## src/rtl/priority_request_arbiter.sv

```systemverilog
// Priority request arbiter: sticky pending capture, enable masking, fixed
// priority selection (bit 3 highest) and a valid/ready offer of the encoded
// index. A mandatory IDLE bubble follows every accepted offer.
module priority_request_arbiter #(
    parameter int unsigned N_REQ = 4,
    parameter int unsigned IDX_W = 2
) (
    input  logic             clk,
    input  logic             rst_n,
    input  logic [N_REQ-1:0] req_in,
    input  logic [N_REQ-1:0] mask,
    output logic [IDX_W-1:0] grant_idx,
    output logic             grant_valid,
    input  logic             grant_ready,
    output logic [N_REQ-1:0] pending,
    output logic             overflow
);

    // The encoder below is written for exactly four lines.
    if (N_REQ != 4 || IDX_W != 2) begin : g_bad_cfg
        $error("priority_request_arbiter: only N_REQ=4, IDX_W=2 is supported");
    end

    localparam logic ST_IDLE  = 1'b0;
    localparam logic ST_OFFER = 1'b1;

    logic             state_q, state_d;
    logic [N_REQ-1:0] pending_q, pending_d;
    logic [IDX_W-1:0] idx_q, idx_d;
    logic             overflow_q, overflow_d;

    logic             accept;
    logic [N_REQ-1:0] clr;
    logic [N_REQ-1:0] elig;
    logic [IDX_W-1:0] sel_idx;

    // Handshake and the one-hot clear of the serviced bit.
    always_comb begin
        accept = (state_q == ST_OFFER) && grant_ready;
        clr    = '0;
        if (accept) begin
            clr[idx_q] = 1'b1;
        end
    end

    // Sticky pending update; a new request wins over a same-cycle clear.
    always_comb begin
        pending_d  = (pending_q & ~clr) | req_in;
        overflow_d = |(req_in & pending_q & ~clr);
    end

    // Highest set eligible bit; only consumed when elig is non-zero.
    always_comb begin
        elig = pending_q & mask;
        if (elig[3]) begin
            sel_idx = 2'd3;
        end else if (elig[2]) begin
            sel_idx = 2'd2;
        end else if (elig[1]) begin
            sel_idx = 2'd1;
        end else begin
            sel_idx = 2'd0;
        end
    end

    // Offer FSM; the index is frozen for the whole OFFER state.
    always_comb begin
        state_d = state_q;
        idx_d   = idx_q;
        case (state_q)
            ST_IDLE: begin
                if (elig != '0) begin
                    idx_d   = sel_idx;
                    state_d = ST_OFFER;
                end
            end
            ST_OFFER: begin
                if (accept) begin
                    state_d = ST_IDLE;
                end
            end
            default: state_d = ST_IDLE;
        endcase
    end

    // State registers with synchronous active-low reset.
    always_ff @(posedge clk) begin
        if (!rst_n) begin
            state_q    <= ST_IDLE;
            pending_q  <= '0;
            idx_q      <= '0;
            overflow_q <= 1'b0;
        end else begin
            state_q    <= state_d;
            pending_q  <= pending_d;
            idx_q      <= idx_d;
            overflow_q <= overflow_d;
        end
    end

    assign grant_valid = (state_q == ST_OFFER);
    assign grant_idx   = idx_q;
    assign pending     = pending_q;
    assign overflow    = overflow_q;

endmodule

```

## config.mk

```make
export PLATFORM = sky130hd
export DESIGN_NAME = priority_request_arbiter
export DESIGN_NICKNAME = d
export VERILOG_FILES = /design/src/rtl/priority_request_arbiter.sv
export SDC_FILE = /design/constraint.sdc
export NUM_CORES = 1
export LEC_CHECK = 0
export CORE_AREA = 2 2 39 41
export CTS_CLUSTER_DIAMETER = 200
export CTS_CLUSTER_SIZE = 30
export DETAILED_ROUTE_END_ITERATION = 8
export DIE_AREA = 0 0 41 43
export SLEW_MARGIN = 25
export SYNTH_ARGS = -nofsm -noshare
export SYNTH_HDL_FRONTEND = slang
export SYNTH_SLANG_ARGS = --single-unit
```

## constraint.sdc

```tcl
create_clock -name clk -period 1.2 [get_ports clk]
set_input_delay 0.3 -clock clk [delete_from_list [all_inputs] [get_ports clk]]
set_output_delay 0.3 -clock clk [all_outputs]
set_load 0.05 [all_outputs]
```

==> summary.txt <==
Run status
  • Status: finished clean

Yosys
  • Synth warnings: 0
  • Yosys cell types: 16
  • FF+latch count, synth: 8
  • Avg Inst Size Synth: slightly below 10 µm²
  • Post-Syn Area: roughly 340 µm²
  • Cells after synthesis: 35
  • Sequential cell area fraction in the yosys report: between 40 and 50%
  • Syn Nets: 46

Clocking
  • CTS tree: yes
  • CTS max path bufs: 2
  • Worst-Skew Late Latency: approximately 0.25 ns
  • Clk root buf: clkbuf_4
  • Cts hold-fix bufs: 0
  • CTS H-tree depth: 1
  • Clock sink total: 8
  • CTS clk-pin slew, worst paths: 0.05 ns
  • Cts bufs inserted: 3

Job
  • Number of max-cap violations: 0

Critical path
  • CP bufs+invs: 2
  • Critical path, cell by cell: buf_4, buf_12
  • Startpoint Class: register
  • Worst setup EP type: primary output
  • Worst R2R Path Depth: 4
  • Crit-path max cell delay: 0.31 ns
  • Required time of the critical path: around 0.90 ns
  • WP depth: 2
  • Crit path arrival time: 0.85 ns
  • CP top delay family: flip-flops
  • Slowest cell on crit path: dfxtp_2
  • Crit path max fanout: 5
  • Worst setup path category: reg2out

Route
  • DR vias: around 370
  • Via density: ~5
  • DRT Pass-1 Iters: 4
  • DR DRC count: 0
  • DRT antenna net count: 0
  • Avg WL per Cell: about 12 µm
  • Routed WL: ~860 µm
  • 1st-iter DRT viols: 4

GRT
  • Total Routing Usage GR: roughly an eighth
  • Initial antenna violation count: 0
  • Gr ovfl total: 0
  • Vias in the first global route: about 330
  • First-pass GRT wire length: between 1000 and 1500 µm
  • Largest net degree at the start of global routing: 9

Cells and area
  • Share of cells above drive strength 1: 41.4%
  • Synth-to-Final Area Change: 99.6%
  • Final Util: around half
  • Fill cell total of the finished layout: ~130
  • Nets@finish: 71
  • ANT cells: 0

STA
  • Measured slew at the worst slew-check pin: 0.262 ns
  • Final hold vios: 0
  • Setup TNS: 0 ns
  • Tcrit/Tclk final: between 90% and 100%
  • Min cycle time layout: 1.15 ns
  • Count of final setup violators: 0
  • Fmax: between 0.8 and 0.9 GHz
  • Unrepaired setup endpoints after global routing: false
  • Max transition margin: between 80 and 90%
  • Max-slew violations: 0
  • Clk_skew: slightly below 0.0009 ns

Floorplanning
  • # IOs: 19
  • Die W: 41 µm
  • Initial Util: between 20% and 30%
  • Die area: 0.00176 mm²
  • Row cnt: 14
  • Die height: around 43 µm
  • Core ar.: roughly 0.0014 mm²

Worst hold path
  • Hold Path Cell Cnt: 3
  • HP Class: in2reg

Power and ir drop
  • Pwr Total: 0.000840 W
  • Max VDD drop: a little over 0.6 mV
  • Power Density: between 1000 and 1500 mW/mm²
  • Leak Pwr: ~0.27 nW

Place
  • Gpl congestion: 0.754
  • DP HPWL: ~680 µm
  • Port bufs: 18
==> through the flow <==
stage / instance area (µm²) / instances / worst slack [ns] / hold WS, ns
after detailed placement: 637 / 70 / -0.300 / 0.564
after floorplan: 349 / 35 / -0.00257 / 0.417
after global routing: 679 / 74 / 0.0122 / 0.566
after CTS: 658 / 73 / 0.00442 / 0.524
after global placement: 637 / 70 / -0.328 / 0.553
final: 679 / 74 / 0.0460 / 0.525
==> routing by layer <==
layer,up-vias,track usage (%),share of wire (%)
li1,186,-,-
met1,164,14.2,46
met2,14,15.9,44
met3,2,3.14,6.9
met4,0,10.0,2.4
met5,-,0,0
==> cell families after synthesis <==
group	synth area share (%)
compound gates	39.7
simple gates	12.1
flops	47.1
buf+inv	1.10
==> synthesized netlist by cell type, drive strengths merged <==
| cell | instances | share of area, % |
|---|---|---|
| o21a | 4 | 8.8 |
| nand2 | 4 | 5.1 |
| inv | 1 | 1.1 |
| nand4 | 1 | 1.8 |
| a21boi | 1 | 2.2 |
| dfxtp | 8 | 47 |
| a32oi | 2 | 5.1 |
| nand3 | 1 | 1.5 |
| and2 | 1 | 1.8 |
| o31a | 2 | 5.1 |
| nor2b | 1 | 1.8 |
| o21ai | 2 | 2.9 |
| o211a | 2 | 5.9 |
| a22oi | 3 | 6.6 |
| a21oi | 2 | 2.9 |
==> final cells by class <==
class	instances	area (µm²)	area share (%)
timing repair buffer	20	274	40.3
multi-input combinational	26	190	28.0
sequential	8	169	24.9
clock buffer	3	22.5	3.31
tap	16	20.0	2.95
inverter	1	3.75	0.552
==> flip-flops by register name (all words and copies together), names as in the netlist <==
signal,count
grant_idx,2
grant_valid,1
overflow,1
pending,4
==> report_power, final <==
group	internal, W	total [W]	switching (W)
logic	0.000162	0.000306	0.000143
clock network	0.000114	0.000201	0.0000871
registers	0.000296	0.000333	0.0000371
total	0.000572	0.000840	0.000268
==> layout by cell type (no fill, tap or decap) <==
master,n
o21a_1,4
nand2_2,1
dfxtp_2,7
o31a_1,2
a21boi_1,1
dlygate4sd2_1,1
nand3_1,1
buf_4,2
nand4_1,1
nand2_1,3
and2_1,1
o211a_1,2
a32oi_1,2
o21ai_0,2
nor2b_1,1
a21oi_1,1
a21oi_2,1
clkbuf_4,3
a22oi_2,2
inv_1,1
a22oi_1,1
dfxtp_1,1
buf_12,8
clkdlybuf4s50_1,9
==> worst register-to-register path: stages (launching register included) <==
cell	delay (ns)
dfxtp_2	0.40
inv_1	0.05
o31a_1	0.31
a32oi_1	0.15
a21boi_1	0.08
==> timing repair <==
action / CTS / global route
setup buffers: 0 / 1
setup endpoints to repair: 1 / 3
gates resized for setup: 1 / 3
==> path summary, 6_finish.rpt <==
check        slack [ns]          from     endpoint
min reg2reg        0.57    pending[3]   pending[3]
min                0.53   grant_ready  grant_valid
max reg2reg        0.09  grant_idx[1]     overflow
max                0.05   grant_valid  grant_valid
(Power assumes the default switching activity.)
